<file path="config.mk">
export PLATFORM = sky130hd
export DESIGN_NAME = prefetch_rom
export DESIGN_NICKNAME = d
export VERILOG_FILES = /design/src/rtl/prefetch_rom.sv
export SDC_FILE = /design/constraint.sdc
export NUM_CORES = 1
export LEC_CHECK = 0
export ABC_AREA = 1
export CAP_MARGIN = 20
export CORE_MARGIN = 8
export CORE_UTILIZATION = 52
export CTS_CLUSTER_DIAMETER = 80
export DETAILED_ROUTE_END_ITERATION = 8
export GPL_ROUTABILITY_DRIVEN = 0
export PLACE_DENSITY = 0.89
export SYNTH_ARGS = -nofsm -noshare
export SYNTH_HDL_FRONTEND = slang
export SYNTH_SLANG_ARGS = --single-unit
</file>
<file path="constraint.sdc">
create_clock -name clk -period 2.5 [get_ports clk]
set_input_delay 0.5 -clock clk [delete_from_list [all_inputs] [get_ports clk]]
set_output_delay 0.5 -clock clk [all_outputs]
set_load 0.03 [all_outputs]
</file>
<file path="src/rtl/prefetch_rom.sv">
// Burst-prefetching ROM: a request streams len+1 consecutive words through a
// LATENCY-deep read pipeline into a small credit-controlled response FIFO.
module prefetch_rom #(
  parameter int    DATA_W    = 24,
  parameter int    ADDR_W    = 5,
  parameter int    DEPTH     = 32,
  parameter int    LATENCY   = 1,
  parameter int    LEN_W     = 3,
  parameter string INIT_FILE = "rom.txt"
) (
  input  logic              clk,
  input  logic              rst_n,
  input  logic              req_valid,
  output logic              req_ready,
  input  logic [ADDR_W-1:0] req_addr,
  input  logic [LEN_W-1:0]  req_len,
  output logic              rsp_valid,
  input  logic              rsp_ready,
  output logic [DATA_W-1:0] rsp_data,
  output logic              rsp_last,
  output logic              rsp_err
);

  localparam int              FIFO_D   = LATENCY + 1;
  localparam logic [2:0]      FIFO_D_L = 3'(FIFO_D);
  localparam logic [1:0]      LAST_PTR = 2'(FIFO_D - 1);
  localparam logic [ADDR_W:0] DEPTH_L  = (ADDR_W + 1)'(DEPTH);

  typedef enum logic {IDLE, BURST} state_t;

  state_t            state;
  logic [ADDR_W-1:0] addr_r;
  logic [LEN_W-1:0]  cnt_r;

  logic              accept, active, credit, issue, issue_last, issue_err;
  logic [ADDR_W-1:0] cur_addr;
  logic [LEN_W-1:0]  cur_cnt;
  logic [DATA_W-1:0] img_word, issue_data;

  logic              rd_valid, rd_last, rd_err;
  logic [DATA_W-1:0] rd_data;
  logic [2:0]        pipe_count, fifo_count;

  logic [DATA_W+1:0] fifo_mem [0:3];
  logic [1:0]        wr_ptr, rd_ptr;
  logic              push, pop;

  // The accepting cycle already issues its first read, so the address and
  // count come straight from the request port in that cycle.
  assign accept     = req_valid && req_ready;
  assign active     = accept || (state == BURST);
  assign cur_addr   = accept ? req_addr : addr_r;
  assign cur_cnt    = accept ? req_len : cnt_r;
  assign credit     = (fifo_count + pipe_count) < FIFO_D_L;
  assign issue      = active && credit;
  assign issue_last = (cur_cnt == '0);
  assign issue_err  = ({1'b0, cur_addr} >= DEPTH_L);
  assign issue_data = issue_err ? '0 : img_word;

  // ROM image: every byte lane holds the word address.
  always_comb begin
    img_word = '0;
    for (int k = 0; k < DATA_W / 8; k++) img_word[k*8 +: 8] = 8'(cur_addr);
  end

  always_ff @(posedge clk or negedge rst_n) begin
    if (!rst_n) begin
      state     <= IDLE;
      req_ready <= 1'b0;
      addr_r    <= '0;
      cnt_r     <= '0;
    end else if (active) begin
      if (issue && issue_last) begin
        state     <= IDLE;
        req_ready <= 1'b1;
      end else begin
        state     <= BURST;
        req_ready <= 1'b0;
        addr_r    <= issue ? cur_addr + 1'b1 : cur_addr;
        cnt_r     <= issue ? cur_cnt - 1'b1 : cur_cnt;
      end
    end else begin
      state     <= IDLE;
      req_ready <= 1'b1;
    end
  end

  // With LATENCY 1 the read lands in the FIFO at the issuing edge; LATENCY 2
  // adds one register stage whose occupancy counts against the FIFO credit.
  if (LATENCY == 1) begin : g_lat1
    assign rd_valid   = issue;
    assign rd_data    = issue_data;
    assign rd_last    = issue_last;
    assign rd_err     = issue_err;
    assign pipe_count = 3'd0;
  end else begin : g_lat2
    logic              p_valid, p_last, p_err;
    logic [DATA_W-1:0] p_data;
    always_ff @(posedge clk or negedge rst_n) begin
      if (!rst_n) begin
        p_valid <= 1'b0;
        p_last  <= 1'b0;
        p_err   <= 1'b0;
        p_data  <= '0;
      end else begin
        p_valid <= issue;
        if (issue) begin
          p_last <= issue_last;
          p_err  <= issue_err;
          p_data <= issue_data;
        end
      end
    end
    assign rd_valid   = p_valid;
    assign rd_data    = p_data;
    assign rd_last    = p_last;
    assign rd_err     = p_err;
    assign pipe_count = {2'b00, p_valid};
  end

  function automatic logic [1:0] bump(input logic [1:0] p);
    return (p == LAST_PTR) ? 2'd0 : p + 2'd1;
  endfunction

  assign push = rd_valid;
  assign pop  = rsp_valid && rsp_ready;

  always_ff @(posedge clk) begin
    if (push) fifo_mem[wr_ptr] <= {rd_err, rd_last, rd_data};
  end

  always_ff @(posedge clk or negedge rst_n) begin
    if (!rst_n) begin
      wr_ptr     <= 2'd0;
      rd_ptr     <= 2'd0;
      fifo_count <= 3'd0;
    end else begin
      if (push) wr_ptr <= bump(wr_ptr);
      if (pop)  rd_ptr <= bump(rd_ptr);
      case ({push, pop})
        2'b10:   fifo_count <= fifo_count + 3'd1;
        2'b01:   fifo_count <= fifo_count - 3'd1;
        default: fifo_count <= fifo_count;
      endcase
    end
  end

  // Outputs are forced to zero when empty so reset and idle both show zeros.
  assign rsp_valid = (fifo_count != 3'd0);
  assign {rsp_err, rsp_last, rsp_data} = rsp_valid ? fifo_mem[rd_ptr] : '0;

endmodule

</file>
==> metrics.md, run 1 <==
| Metric | Value |
|---|---|
| Max-slew violation count | 0 |
| Number of port buffers | 29 |
| CP Capture Type | primary output |
| Hold Path Class | reg2reg |
| Placed wire-length estimate | slightly above 3 mm |
| Fill count | about 330 |
| Core area | between 3000 and 4000 um^2 |
| RSZ-0062 raised after global routing | yes |
| Max-slew headroom | approximately half |
| Area Overhead vs Synth | 18.5% |
| Starting density of the core | a little over half |
| Synth Cell Area | approximately 2100 um^2 |
| Design area | between 2000 and 3000 um^2 |
| Shortest period the worst path allows | between 2 and 2.5 ns |
| Fin cells | a little over 300 |
| CTS root buffer | clkbuf_8 |
| Worst Max-Slew Pin Slew | between 0.7 and 0.8 ns |
| Clk_lat worst skew | roughly 0.30 ns |
| Post-synthesis sequential area ratio | 53.6% |
| Die Y | about 80 um |
| Layout cells sized above 1 | 14.7% |
| Htree depth | 2 |
| Via-to-Cell Ratio | 4.99 |
| Final setup skew | between 0.005 and 0.006 ns |
| Vias in the first global route | approximately 1,500 |
| Sink Count | 41 |
| Max Cap Viol | 0 |
| PwrDens | between 1000 and 1500 nW/um^2 |
| Fmax | 0.423 GHz |
| Residual DRC | 0 |
| Die width | 80.1 um |
| Pre-CTS WS | 0.0425 ns |
| Dpl cells | 300 |
| Hold_buf cts | 0 |
| Num rows | 23 |
| Clk pin slew, worst setup/hold paths | 0.08 ns |
| Hold Fails Final Rpt | 0 |
| Global-route wire length before repair | approximately 6.8 mm |
| Leak | approximately 0.0012 uW |
| Largest net degree at the start of global routing | 18 |
| Final worst slack | 0.133 ns |
| Diodes inserted | 0 |
| Placed Area | 2430 um^2 |
| Routed Antenna Nets | 0 |
| Crit Path Max Fanout | 7 |
| Crit path DAT | between 1.5 and 2 ns |
| Final Cycle Share | between 90% and 100% |
| Num CTS Buffers | 5 |
| Nets@finish | between 200 and 300 |
| Crit Path Class | reg2out |
| Crit path required time | 2.00 ns |
| YS warnings | 0 |
| Overflow after GRT | 0 |
| Status | complete, no violations |
| Setup-failing EPs final | 0 |
| Overall global routing resource usage | 13.7% |
| FF+latch count, synth | 41 |
| Initial antenna violation count | 0 |
| Setup Fix Bufs, Post-CTS | 0 |
| Via count | approximately 1,500 |
| Mean post-synth cell area | roughly 9.5 um^2 |
| Crit start category | flip-flop |
| Max clock buf depth | 2 |
| TritonCTS clock tree | built |
| Initial DRC count | 68 |
| Pre-antenna DRT Iters | 4 |
| WL final | 4.07 mm |
| Max VDD drop | 0.693 mV |
| Cells after Synth | about 230 |
| Number of library cell types mapped by synthesis | 25 |
| I/O pins | 40 |
| DR WL/cell | 13.2 um |
| Post-CTS Resized | 16 |
| TNS Setup | 0 ns |
| Die ar. | roughly 6400 um^2 |
==> worst max-delay path, stage by stage (launching register included) <==
cell and delay [ns]:
dfrtp_1 0.51, inv_1 0.22, nor2_1 0.13, o21ai_0 0.08
a21oi_1 0.21, dlygate4sd2_1 0.43
==> stage by stage <==
step | hold WS (ns) | total power (uW) | utilization, %
2_1_floorplan | 0.204 | 2720 | -
3_3_place_gp | 0.461 | 3200 | 61.1
3_5_place_dp | 0.464 | 3270 | 61.1
4_1_cts | 0.480 | 3770 | 64.1
5_1_grt | 0.495 | 4000 | 63.8
6_report | 0.475 | 3740 | 63.8
==> sequential cells by signal (all words and copies together), names as in the netlist <==
name / count
rd_ptr: 2
req_ready: 1
fifo_mem: 24
fifo_count: 3
addr_r: 5
wr_ptr: 2
cnt_r: 3
state: 1
==> area by class of cell <==
cell class | instances | area, um^2 | area share (%)
clock inverter | 3 | 68.8 | 2.72
clock buffer | 5 | 68.8 | 2.72
multi-input combinational | 142 | 741 | 29.2
sequential | 41 | 1150 | 45.2
timing repair buffer | 41 | 349 | 13.8
tap | 50 | 62.6 | 2.47
inverter | 26 | 97.6 | 3.85
==> where the power goes <==
part	internal (uW)	switching [uW]	leakage [uW]
Sequential	987	92.8	0.000426
Clock	402	245	0.0000687
Combinational	666	1350	0.000658
==> cells by family (layout without fill, tap and decap cells) <==
kind of cell | count (synthesis) | after routing | share of synthesized area, %
AO/OA/AOI/OAI | 34 | 34 | 9.30
buffers and inverters | 51 | 75 | 13.3
flip-flops | 41 | 41 | 53.6
AND/OR/NAND/NOR | 88 | 88 | 18.3
XOR/XNOR | 5 | 5 | 2.05
other | 1 | 10 | 0.175
adder cells (fa/ha/maj) | 5 | 5 | 3.28
==> layer usage <==
metal / wire, um / track usage, % / vias up
met5: 0 / 0 / -
met4: 82 / 6.18 / 0
met2: 2020 / 24.0 / 56
met1: 1670 / 15.0 / 714
met3: 295 / 3.68 / 8
li1: - / - / 759
==> worst paths after layout <==
path                               start       endpoint  slack [ns]  cells after the start
setup / recovery               rd_ptr[1]   rsp_data[17]        0.13                      5
hold / removal             fifo_count[2]  fifo_count[2]        0.47                      1
setup reg to reg               req_ready       cnt_r[2]        0.55                     10
hold reg to reg            fifo_count[2]  fifo_count[2]        0.47                      1
max in group asynchronous          rst_n      rd_ptr[1]        1.37                      1
min in group asynchronous          rst_n      req_ready        0.64                      1
==> cells in the mapped netlist <==
library cell,number,area share (%)
xnor2_1,4,1.6
nand2_4,2,1.1
nand2_2,2,0.59
o21ai_4,1,0.76
inv_1,24,4.2
buf_4,21,7.4
buf_6,2,1.1
o21bai_1,1,0.35
dfrtp_1,17,20
o21ai_1,1,0.23
o21ai_2,4,1.6
xor2_1,1,0.41
conb_1,1,0.18
nand2_1,34,6.0
a21oi_1,8,1.9
clkbuf_1,2,0.35
nand3_1,10,2.3
edfxtp_1,24,34
ha_1,4,2.3
o21ai_0,19,4.4
fa_1,1,0.94
nand3_2,4,1.9
nor2_1,34,6.0
inv_2,2,0.35
nor3_1,2,0.47
==> cell usage in the layout, fill, tap and decap left out, drive strengths merged, types with 8 or more instances in the layout <==
| master | synthesis | layout |
|---|---|---|
| conb | 1 | 10 |
| buf | 23 | 12 |
| dfrtp | 17 | 17 |
| edfxtp | 24 | 24 |
| o21ai | 25 | 25 |
| clkbuf | 2 | 8 |
| inv | 26 | 27 |
| clkdlybuf4s50 | 0 | 13 |
| nor2 | 34 | 34 |
| dlygate4sd2 | 0 | 13 |
| a21oi | 8 | 8 |
| nand3 | 14 | 14 |
| nand2 | 38 | 38 |
Power figures use the tool's default switching activity.
==> run 2: changes to the inputs <==
==> config.mk (replaced) <==
export PLATFORM = sky130hd
export DESIGN_NAME = prefetch_rom
export DESIGN_NICKNAME = d
export VERILOG_FILES = /design/src/rtl/prefetch_rom.sv
export SDC_FILE = /design/constraint.sdc
export NUM_CORES = 1
export LEC_CHECK = 0
export ABC_AREA = 0
export CAP_MARGIN = 20
export CORE_MARGIN = 8
export CORE_UTILIZATION = 51
export CTS_CLUSTER_DIAMETER = 80
export DETAILED_ROUTE_END_ITERATION = 8
export GPL_ROUTABILITY_DRIVEN = 0
export PLACE_DENSITY = 0.88
export SYNTH_ARGS = -nofsm -noshare
export SYNTH_HDL_FRONTEND = slang
export SYNTH_SLANG_ARGS = --single-unit
==> run 2 against run 1 <==
  * Cell count shrank 16%
  * Total power shrank 12%
  * Die area is essentially flat
  * Highest routed layer unchanged
==> metrics.md, run 2 <==
| Metric | Value |
|---|---|
| Num rows | 23 |
| Cells after Synth | about 160 |
| Multi-input gate area | 768 um^2 |
| Fmax | 0.422 GHz |
| Crit path DAT | 2.58 ns |
| Post-synthesis sequential area ratio | a little over half |
| Reg2reg end | fifo_count[2] |
| Shortest period the worst path allows | between 2 and 2.5 ns |
| Most used DFF post-synth | edfxtp_1 |
| Final Cycle Share | a little over nine tenths |
| Crit start category | input port |
| FF+latch count, synth | between 40 and 50 |
| YS warnings | 0 |
| Htree depth | 2 |
| Setup-failing EPs final | 0 |
| I/O pins | 40 |
| Status | complete, no violations |
| Overflow after GRT | 0 |
| Leak | approximately 0.0011 uW |
| PwrDens | roughly 1300 nW/um^2 |
| Max-slew headroom | a little under half |
| Nets@finish | between 200 and 250 |
| Post-synth top cells | 24 x edfxtp_1, 20 x buf_4, 17 x dfrtp_1 |
| Clk pin slew, worst setup/hold paths | about 0.070 ns |
| Initial DRC count | 48 |
| Fill count | roughly 310 |
| Initial antenna violation count | 0 |
| Synth async-reset ratio | 41.5% |
| Reg2reg start | fifo_count[2] |
| WL final | between 3 and 4 mm |
| Vias in the first global route | between 1,000 and 1,500 |
| Largest family of logic cells by synthesized area | buffers and inverters |
| EDFF count, synth | 24 |
| Pre-antenna DRT Iters | 4 |
| Largest net degree at the start of global routing | 18 |
| Dpl cells | between 200 and 300 |
| Reg with most FFs | fifo_mem |
| Internal reg-to-reg setup slack | between 0.3 and 0.4 ns |
| Mux cell area share after synthesis | between 9 and 10% |
| Crit Path Class | in2reg |
| Max reg flops | 24 |
| Crit Path Max Fanout | 8 |
| Clk_lat worst skew | 0.29 ns |
| Worst Max-Slew Pin Slew | 0.794 ns |
| Num CTS Buffers | 5 |
| DR WL/cell | around 15 um |
| Max VDD drop | 0.608 mV |
| RSZ-0062 raised after global routing | no |
| Setup crit end | fifo_count[2] |
| Biggest regs | fifo_mem: 24 flops, addr_r: 5 flops |
| Fin cells | ~260 |
| TNS Setup | 0 ns |
| Worst Hold Depth | 1 |
| Yosys top cell by area | edfxtp_1 |
| Die width | ~80 um |
| XOR/XNOR Fraction of Synth Area | 2.50% |
| Most frequent cell after synthesis | edfxtp_1 |
| Post-synth top area share | between 30% and 40% |
| Residual DRC | 0 |
| TritonCTS clock tree | built |
| Number of port buffers | 29 |
| Diodes inserted | 0 |
| Sink Count | between 40 and 50 |
| Hold Fails Final Rpt | 0 |
| CP Capture Type | flip-flop |
| Area Overhead vs Synth | 21.7% |
| Max clock buf depth | 2 |
| Most common cell after layout, fill and taps aside | buf_4 |
| Via-to-Cell Ratio | 5.22 |
| Crit path required time | 2.71 ns |
| Overall global routing resource usage | between 10% and 20% |
| Most frequent cells in the layout | 25 x buf_4, 24 x edfxtp_1, 16 x dfrtp_1, 16 x dlygate4sd2_1, 12 x clkdlybuf4s50_1 |
| Die Y | around 80 um |
| Synth Area in Compound Gates | just over 9% |
| R2R depth | 10 |
| Mean post-synth cell area | 12.8 um^2 |
| Adder-Cell Fraction of Synth Area | around 3.3% |
| Max Cap Viol | 0 |
| CTS root buffer | clkbuf_8 |
| Synth Cell Area | 2100 um^2 |
| Largest cells by area after synthesis | edfxtp_1 34%, dfrtp_1 20%, buf_4 7.2% |
| Hold Path Class | reg2reg |
| Global-route wire length before repair | 6.50 mm |
| Max-slew violation count | 0 |
| Core area | roughly 4000 um^2 |
| Routed Antenna Nets | 0 |
| Via count | between 1,000 and 1,500 |
| Seq. cell area | ~1100 um^2 |
| Starting density of the core | 52.9% |
| Simple-Gate Fraction of Synth Area | under 10% |
| Final setup skew | around 0.0054 ns |
| Die ar. | roughly 6400 um^2 |
| Hold_buf cts | 0 |
| Placed wire-length estimate | approximately 3.2 mm |
| Critical path startpoint | req_valid |
| Number of library cell types mapped by synthesis | 43 |
| Layout cells sized above 1 | between 20 and 25% |
-- run 2: cells by family after synthesis --
kind of cell,count (synthesis)
adder cells (fa/ha/maj),5
other,1
multiplexers,12
AO/OA/AOI/OAI,28
XOR/XNOR,6
flip-flops,41
AND/OR/NAND/NOR,37
buffers and inverters,34
-- run 2: metal layers --
layer  vias to the layer above  part of all wire (%)  global-route usage [%]
li1                        660                     -                       -
met1                       645                    44                    15.7
met2                        41                    48                    22.2
met3                         6                   7.1                    3.79
met4                         0                   1.5                    4.91
met5                         -                     0                       0
-- run 2: worst max-delay path, cell delays in order --
cell and delay, ns:
clkdlybuf4s50_1 0.51, buf_4 0.19, a21oi_1 0.19, nor2_1 0.09
inv_2 0.07, ha_1 0.17, inv_1 0.06, fa_1 0.37
xor2_1 0.15, nor2_1 0.12, xor2_1 0.16
-- run 2: worst min path at each step --
stage | end | from | slack (ns)
finish | fifo_count[2] | fifo_count[2] | 0.49
CTS | fifo_count[2] | fifo_count[2] | 0.49
global route | fifo_count[2] | fifo_count[2] | 0.52
global placement | addr_r[4] | addr_r[4] | 0.47
floorplan | addr_r[0] | rst_n | 0.20
detailed placement | fifo_count[2] | fifo_count[2] | 0.48
-- run 2: repair_timing --
action	in CTS	in global routing
setup endpoints to repair	16	1
pin swaps	0	0
setup buffers	1	0
gates resized for setup	17	1
-- run 2: area by class of cell --
class	instances	share of cell area (%)
tap	50	2.45
sequential	41	44.9
timing repair buffer	54	18.0
multi-input combinational	98	30.1
clock inverter	3	0.686
inverter	8	1.18
clock buffer	5	2.69
-- run 2: power by group --
group | switching, uW | internal (uW) | leakage, uW
clock network | 216 | 192 | 0.0000439
logic | 994 | 770 | 0.000607
registers | 138 | 963 | 0.000420
total | 1350 | 1930 | 0.00107
-- run 2: per-stage QoR --
| stage | utilization (%) | area, um^2 | setup slack (ns) | hold WS [ns] | total power (uW) |
|---|---|---|---|---|---|
| 6_report | 64.3 | 2550 | 0.129 | 0.486 | 3270 |
| 5_1_grt | 64.3 | 2550 | 0.00209 | 0.518 | 3490 |
| 4_1_cts | 64.3 | 2550 | 0.0630 | 0.490 | 3310 |
| 3_3_place_gp | 62.4 | 2480 | -0.115 | 0.466 | 2930 |
| 2_1_floorplan | - | 2130 | 0.195 | 0.204 | 2390 |
| 3_5_place_dp | 62.4 | 2480 | -0.147 | 0.478 | 3000 |
==> run 3: changes to the inputs <==
--- a/config.mk
+++ b/config.mk
@@ -7,6 +7,7 @@
 export LEC_CHECK = 0
 export ABC_AREA = 0
 export CAP_MARGIN = 20
+export CORE_ASPECT_RATIO = 0.9
 export CORE_MARGIN = 8
 export CORE_UTILIZATION = 51
 export CTS_CLUSTER_DIAMETER = 80
==> run 3 against run 2 <==
  * Sequential power is essentially flat
  * Register-to-register slack lost 0.06 ns
  * Sequential share of layout area grew 0.31 points
  * Critical path type is now reg2out
  * Largest cell class unchanged
  * Cell area shrank 0.69%
  * Total power shrank 1.3%
  * Worst hold slack gained 0.0076 ns
  * Non-clock buffer count shrank 2
  * Flip-flop and latch count is the same
==> metrics.md, run 3 (synthesis gave the netlist of run 2 again) <==
| Metric | Value |
|---|---|
| Max incr delay on CP | between 0.5 and 0.6 ns |
| TritonCTS clock tree | built |
| RSZ-0062 raised after global routing | no |
| Starting density of the core | 52.2% |
| Number of port buffers | 29 |
| Setup-failing EPs final | 0 |
| Die Y | 76.9 um |
| CP max-delay cell | mux4_2 |
| DR WL/cell | between 15 and 20 um |
| Residual DRC | 0 |
| Core area | roughly 4000 um^2 |
| Die width | around 84 um |
| Crit start category | flip-flop |
| Hold_buf cts | 0 |
| Max-slew violation count | 0 |
| R2R depth | 10 |
| Most common cell after layout, fill and taps aside | edfxtp_1 |
| Hold Path Class | reg2reg |
| Die ar. | 6430 um^2 |
| Via count | between 1,000 and 1,500 |
| Sink Count | 41 |
| Detail Route met2 WL | about 2.0 mm |
| Routed Antenna Nets | 0 |
| Largest net degree at the start of global routing | 18 |
| Initial antenna violation count | 0 |
| Total power | ~3200 uW |
| Buf+Inv Stages, Crit Path | 1 |
| I/O pins | 40 |
| Routed met1 length | around 1.7 mm |
| Biggest regs | fifo_mem: 24 flops, addr_r: 5 flops |
| Area Overhead vs Synth | 20.9% |
| Shortest period the worst path allows | 2.32 ns |
| Critical-path cell list | mux4_2, nor2b_1, dlygate4sd2_1 |
| CTS root buffer | clkbuf_8 |
| Internal reg-to-reg setup slack | about 0.30 ns |
| Nets@finish | approximately 220 |
| Max Cap Viol | 0 |
| Crit path required time | 2.00 ns |
| TNS Setup | 0 ns |
| Final Cycle Share | about 90% |
| CP Depth | 3 |
| Crit path max-delay family | multiplexers |
| Worst Hold Depth | 2 |
| Final setup skew | 0.00429 ns |
| Crit Path Max Fanout | 7 |
| WL final | 4.06 mm |
| Overflow after GRT | 0 |
| Leak | 0.00106 uW |
| Num CTS Buffers | 5 |
| Layout cells sized above 1 | a little over a fifth |
| Vias in the first global route | 1,437 |
| Max reg flops | 24 |
| Htree depth | 2 |
| Num rows | 22 |
| Status | complete, no violations |
| Most frequent cells in the layout | 24 x edfxtp_1, 23 x buf_4, 16 x dfrtp_1, 16 x dlygate4sd2_1, 12 x clkdlybuf4s50_1 |
| Max VDD drop | 0.596 mV |
| Max-slew headroom | 47.5% |
| Crit path DAT | about 1.8 ns |
| Overall global routing resource usage | about an eighth |
| Max layer used | met4 |
| Pre-CTS WS | -0.0633 ns |
| PwrDens | 1270 nW/um^2 |
| Crit Path Class | reg2out |
| Global-route wire length before repair | between 7 and 8 mm |
| Clk_lat worst skew | about 0.29 ns |
| Worst Max-Slew Pin Slew | a little under 0.8 ns |
| Max clock buf depth | 2 |
| Diodes inserted | 0 |
| Via-to-Cell Ratio | approximately 5.4 |
| CP Capture Type | primary output |
| Routed wl met3 | about 330 um |
| Final worst slack | 0.183 ns |
| Initial DRC count | just under 70 |
| Clk pin slew, worst setup/hold paths | approximately 0.080 ns |
| Pre-antenna DRT Iters | 4 |
| Reg with most FFs | fifo_mem |
| Hold Fails Final Rpt | 0 |
| Fmax | between 0.4 and 0.5 GHz |
| Placed wire-length estimate | 3.14 mm |
run 3: cell count changes in the layout (fill, tap and decap cells not counted):
cell	change
buf_4	-2
run 3: worst register-to-register path, cell delays in order, from the launching register on:
cell     delay [ns]
dfrtp_1        0.39
or2_2          0.18
nor2_1         0.05
buf_4          0.16
nor2b_1        0.27
ha_1           0.24
inv_1          0.06
fa_1           0.37
xor2_1         0.15
nor2_1         0.11
xor2_1         0.15
run 3: final timing paths:
check	startpoint	end
max	rd_ptr[0]	rsp_data[1]
min	addr_r[4]	addr_r[4]
max reg2reg	fifo_count[2]	fifo_count[2]
min reg2reg	addr_r[4]	addr_r[4]
max in group asynchronous	rst_n	rd_ptr[0]
min in group asynchronous	rst_n	addr_r[2]
run 3: where the power goes:
group	switching, uW	internal [uW]
registers	138	963
clock network	221	192
logic	980	736
total	1340	1890
run 3: metrics by stage:
| step | area (um^2) | instances | util (%) | hold WS [ns] |
|---|---|---|---|---|
| final | 2540 | 255 | 63.1 | 0.494 |
| after global routing | 2540 | 255 | 63.1 | 0.513 |
| after CTS | 2530 | 255 | 63.1 | 0.500 |
| after detailed placement | 2460 | 246 | 61.2 | 0.482 |
| after global placement | 2460 | 246 | 61.2 | 0.468 |
| after floorplan | 2130 | 173 | - | 0.204 |
run 3: metal layers:
metal / GRT usage, % / vias up
met1: 15.0 / 665
met3: 5.49 / 8
met2: 22.2 / 51
met4: 4.31 / 0
met5: 0 / -
li1: - / 657
run 3: area by class of cell:
cell class                      instances  area [um^2]
Clock buffer                            5         68.8
Clock inverter                          3         17.5
Fill cell                             319         1480
Inverter                                8         30.0
Multi-Input combinational cell         98          768
Sequential cell                        41         1150
Tap cell                               48         60.1
Timing Repair Buffer                   52          445
run 3: what timing repair did:
item                                    in CTS  in global routing
cloned                                       0                  0
resized for setup                           17                  1
setup buffers                                1                  0
pin swaps                                    0                  0
endpoints found under the setup margin      16                  1
==> RTL change 1 (settings of run 2) <==
`LATENCY`: 1 -> 0. Comments in the files are not updated.
--- a/src/rtl/prefetch_rom.sv
+++ b/src/rtl/prefetch_rom.sv
@@ -6,3 +6,3 @@
   parameter int    DEPTH     = 32,
-  parameter int    LATENCY   = 1,
+  parameter int    LATENCY   = 0,
   parameter int    LEN_W     = 3,
Formal check against the unedited RTL: not equivalent (Yosys sat finds a counterexample within 4 cycles, from zero or initial values and one cycle with rst_n low).
==> RTL change 1 against run 2 <==
Final cell count rose by 9.7%. Synthesized area rose by 17%. Non-clock buffer count fell by 14. Combinational power rose by 4%. Setup slack got worse by 0.0083 ns. Sequential cell count rose by 7. Utilization fell by 3.2 points. Power rose by 15%. Routed wire length rose by 5.2%. Global-route usage fell by 1.4 points. Final area rose by 12%. Critical path type is now flip-flop to output pin. Critical endpoint is now rsp_valid. Largest cell class unchanged.
==> RTL change 1: results (changes against run 2) <==
Status
  – Outcome: finished clean (unchanged)

Routing
  – Drt pass-1 iters: 4 (unchanged)
  – Final wirelength: 4150 µm (was 3940 µm)
  – Wire per inst: 14.6 µm (was 15.2 µm)
  – First DRT Iteration DRCs: 72 (was 48)
  – Vias: 1,491 (was 1,352)

Clock network
  – Reg clk slew, reported paths: 0.09 ns (was 0.07 ns)
  – Post-CTS setup buffer count: 0 (was 1)
  – CTS Root Cell: clkbuf_8 (unchanged)
  – Htree depth: 2 (unchanged)

Final layout
  – Fin nets: 254 (was 225)
  – Largest regs: fifo_mem: 24 flops, addr_r: 5 flops, g_lat2.p_data: 5 flops (was fifo_mem: 24 flops, addr_r: 5 flops)
  – Number of fill cells: 365 (was 307)
  – Layout cell share with drive strength beyond 1: 13.5% (was 22.0%)

Logic synthesis
  – Sequential area share after synthesis: 53.6% (was 54.6%)
  – Largest cells by area after synthesis: edfxtp_1, dfrtp_1, buf_4 (unchanged)
  – Ys async rst share: 50.0% (was 41.5%)
  – Post-synthesis cell count: 200 (was 164)
  – Commonest cells post-synth: dfrtp_1, edfxtp_1, buf_4 (was edfxtp_1, buf_4, dfrtp_1)
  – Unique masters post-synth: 38 (was 43)

Global route
  – Initial antenna violation count: 0 (unchanged)
  – First-pass GRT wire length: 6830 µm (was 6500 µm)
  – Largest net degree at the start of global routing: 25 (was 18)
  – Overall Global Routing Usage: 11.8% (was 13.2%)

Placement
  – HPWL Detailed: 3300 µm (was 3200 µm)
  – Dpl cells: 276 (was 250)
  – Setup Slack @ Placement: 0.000483 ns (was -0.147 ns)
  – Cell Area, Placed: 2760 µm² (was 2480 µm²)

Critical path
  – Worst Reg-to-Reg Cells: 7 (was 10)
  – Worst r2r src: g_lat2.p_valid (was fifo_count[2])
  – Reg-to-reg slack, setup: 0.27 ns (was 0.36 ns)
  – CP arrival: 1.88 ns (was 2.58 ns)
  – Worst r2r dst: addr_r[4] (was fifo_count[2])
  – Worst setup path endpoint: rsp_valid (was fifo_count[2])
  – CP delay by family, top: buffers and inverters (unchanged)
  – Largest stage delay, worst path: 0.65 ns (was 0.51 ns)
  – CP startpoint: fifo_count[1] (was req_valid)

Pwr
  – Peak supply drop: 0.000725 V (was 0.000608 V)
  – Lkg Pwr: 0.00124 µW (was 0.00107 µW)

Worst hold path
  – Min-Delay Path Depth: 2 (was 1)
  – Worst-case hold path end point: cnt_r[2] (was fifo_count[2])
  – Hold Crit Start: cnt_r[2] (was fifo_count[2])

STA
  – Setup Skew: 0.00603 ns (was 0.00543 ns)
  – FMAX: 0.420 GHz (was 0.422 GHz)
  – Worst hold margin: 0.497 ns (was 0.486 ns)
RTL change 1: changes by cell type after synthesis, sizes merged, moves of 4 or more:
cell | before | now
nand2 | 7 | 15
and2 | 2 | 10
o21ai | 3 | 12
ha | 4 | 12
mux2i | 3 | 9
inv | 8 | 12
nor2b | 7 | 1
dfrtp | 17 | 24
RTL change 1: area by class of cell:
type / count / area (µm²) / share of cell area (%)
sequential: 48 / 1320 / 46.1
tap: 54 / 67.6 / 2.36
timing repair buffer: 40 / 365 / 12.7
clock inverter: 2 / 60.1 / 2.09
multi-input combinational: 122 / 936 / 32.6
clock buffer: 6 / 72.6 / 2.53
inverter: 12 / 45.0 / 1.57
RTL change 1: power by group:
part | leakage [µW] | total (µW) | switching [µW] | internal (µW)
Sequential | 0.000506 | 1290 | 200 | 1090
Combinational | 0.000672 | 1830 | 1060 | 769
Clock | 0.0000654 | 639 | 239 | 399
Total | 0.00124 | 3760 | 1500 | 2260
RTL change 1: cell families (layout without fill, tap and decap cells):
kind of cell | Yosys count | count (layout) | synth area share, %
other cells | 1 | 10 | 0.152
simple gates | 43 | 43 | 8.57
fa+ha+maj | 13 | 13 | 6.90
buf+inv | 39 | 60 | 9.84
flops | 48 | 48 | 53.6
xor+xnor | 6 | 6 | 2.13
compound gates | 32 | 32 | 8.17
mux | 18 | 18 | 10.7
RTL change 1: metal layers:
metal	GRT usage (%)	share of wire (%)
met3	4.30	7.8
met2	20.3	47
met4	3.34	0.96
met1	13.4	44
met5	0	0
RTL change 1: worst min-delay path, cell delays in order (launching register included):
cell and delay (ns):
dfrtp_1 0.36, nand2_1 0.05, o21ai_0 0.06
RTL change 1: timing repair:
item / CTS / global route
endpoints found under the hold margin: 0 / 0
gates resized for setup: 16 / 0
endpoints found under the setup margin: 16 / 0
==> RTL change 2 (settings of run 2) <==
Made on the original files. Register the output `rsp_err`, with the module's reset; this adds one clock of latency there. The other outputs are not delayed to match.
--- a/src/rtl/prefetch_rom.sv
+++ b/src/rtl/prefetch_rom.sv
@@ -29,2 +29,4 @@
   typedef enum logic {IDLE, BURST} state_t;
+
+  logic rsp_err_d;
 
@@ -149,3 +151,11 @@
   assign rsp_valid = (fifo_count != 3'd0);
-  assign {rsp_err, rsp_last, rsp_data} = rsp_valid ? fifo_mem[rd_ptr] : '0;
+  assign {rsp_err_d, rsp_last, rsp_data} = rsp_valid ? fifo_mem[rd_ptr] : '0;
+
+  always_ff @(posedge clk or negedge rst_n) begin
+    if (!rst_n) begin
+      rsp_err <= '0;
+    end else begin
+      rsp_err <= rsp_err_d;
+    end
+  end
 
Function: same outputs for any inputs over 10 cycles, from zero or initial values and one cycle with rst_n low; that may be too few to reach the edited logic, so the function may still have changed.
==> RTL change 2 against run 2 <==
Setup slack worse by 0.027 ns. Largest cell class unchanged. Power is 1.2% higher. Hold slack improved by 0.0094 ns. First-iteration DRC count is 48% higher. Routed wire length rose by 9.6%. Sequential cell count stayed put. Synthesized area increased by 1.1%. Final area increased by 0.39%.
==> RTL change 2: results (changes against run 2) <==
Clock network
  – Post-CTS sizing: 17 (unchanged)

Global route
  – GR Layer Usage met2: 24.5% (was 22.2%)
  – Largest net degree at the start of global routing: 18 (unchanged)
  – Overall Global Routing Usage: 13.8% (was 13.2%)
  – Grt met3 use: 4.24% (was 3.79%)
  – Vias in the first global route: 1,523 (was 1,342)
  – GRT met1 Usage: 14.7% (was 15.7%)
  – First-pass GRT wire length: 6890 µm (was 6500 µm)

Critical path
  – Reg-to-reg slack, setup: 0.26 ns (was 0.36 ns)
  – Worst Reg-to-Reg Cells: 10 (unchanged)
  – Largest stage delay, worst path: 0.58 ns (was 0.51 ns)
  – CP startpoint: fifo_count[1] (was req_valid)
  – Worst setup path endpoint: rsp_valid (was fifo_count[2])
  – CP arrival: 1.90 ns (was 2.58 ns)

Final layout
  – Inverters: 7 (was 8)
  – Fin nets: 234 (was 225)
  – Layout cell share with drive strength beyond 1: 18.8% (was 22.0%)
  – Footprint of the multi-input gates: 800 µm² (was 768 µm²)
  – Clk cell area share: 3.37% (was 3.38%)
  – Number of fill cells: 333 (was 307)
  – Non-clock buffer count: 52 (was 54)
  – Layout Cells excl Fill: 268 (was 259)
  – Multi-input comb cells: 110 (was 98)
  – Register Area: 1150 µm² (unchanged)
  – Non-clk buf share: 17.3% (was 18.0%)

Placement
  – HPWL Detailed: 3370 µm (was 3200 µm)
  – Buffers on Ports: 29 (unchanged)
  – Dpl cells: 259 (was 250)
  – Setup Slack @ Placement: -0.0906 ns (was -0.147 ns)

Pwr
  – P_int: 1900 µW (was 1930 µW)
  – Seq pwr share: 34.0% (was 33.6%)
  – Lkg Pwr: 0.00107 µW (about the same)
  – Peak supply drop: 0.000580 V (was 0.000608 V)

Logic synthesis
  – Post-synthesis adder-cell area fraction: 3.30% (was 3.34%)
  – Largest cells by area after synthesis: edfxtp_1, dfrtp_1, buf_4 (unchanged)
  – Sequential area share after synthesis: 54.0% (was 54.6%)
  – Post-synthesis cell count: 175 (was 164)
  – Area fraction in compound gates after synthesis: 9.55% (was 9.30%)
  – Commonest cells post-synth: edfxtp_1, buf_4, dfrtp_1 (unchanged)
  – Post-synthesis mux area share: 9.02% (was 9.83%)
  – Post-Synth XOR/XNOR Area: 2.89% (was 2.50%)

Routing
  – Drt pass-1 iters: 4 (unchanged)
  – Met3 routed WL: 398 µm (was 278 µm)
  – Highest metal used: met4 (unchanged)
  – WL met2: 2150 µm (was 1880 µm)
  – First DRT Iteration DRCs: 71 (was 48)
  – Met1 wire length: 1690 µm (was 1720 µm)
  – Via density: 5.51 (was 5.22)
  – Wire per inst: 16.1 µm (was 15.2 µm)

Status
  – Outcome: finished clean (unchanged)

STA
  – Setup Skew: 0.00425 ns (was 0.00543 ns)
  – Crit share post-route: 95.9% (was 94.8%)
  – Relative slew slack: 46.5% (was 46.9%)

Run
  – Maxcap violations: 0 (unchanged)
==> RTL change 2: per-stage QoR <==
| stage | hold WS (ns) | area (µm²) | total power (µW) |
|---|---|---|---|
| finish | 0.496 | 2560 | 3310 |
| global route | 0.525 | 2560 | 3510 |
| CTS | 0.496 | 2560 | 3330 |
| detailed placement | 0.479 | 2490 | 3020 |
| global placement | 0.478 | 2490 | 2940 |
| floorplan | 0.204 | 2160 | 2400 |
==> RTL change 2: worst min-delay path by stage <==
stage | from | endpoint | slack (ns) | cells past startpoint
after floorplan | rst_n | addr_r[0] | 0.20 | 0
after global placement | addr_r[0] | addr_r[0] | 0.48 | 2
after detailed placement | addr_r[0] | addr_r[0] | 0.48 | 2
after CTS | addr_r[0] | addr_r[0] | 0.50 | 2
after global routing | addr_r[0] | addr_r[0] | 0.53 | 2
final | addr_r[0] | addr_r[0] | 0.50 | 2
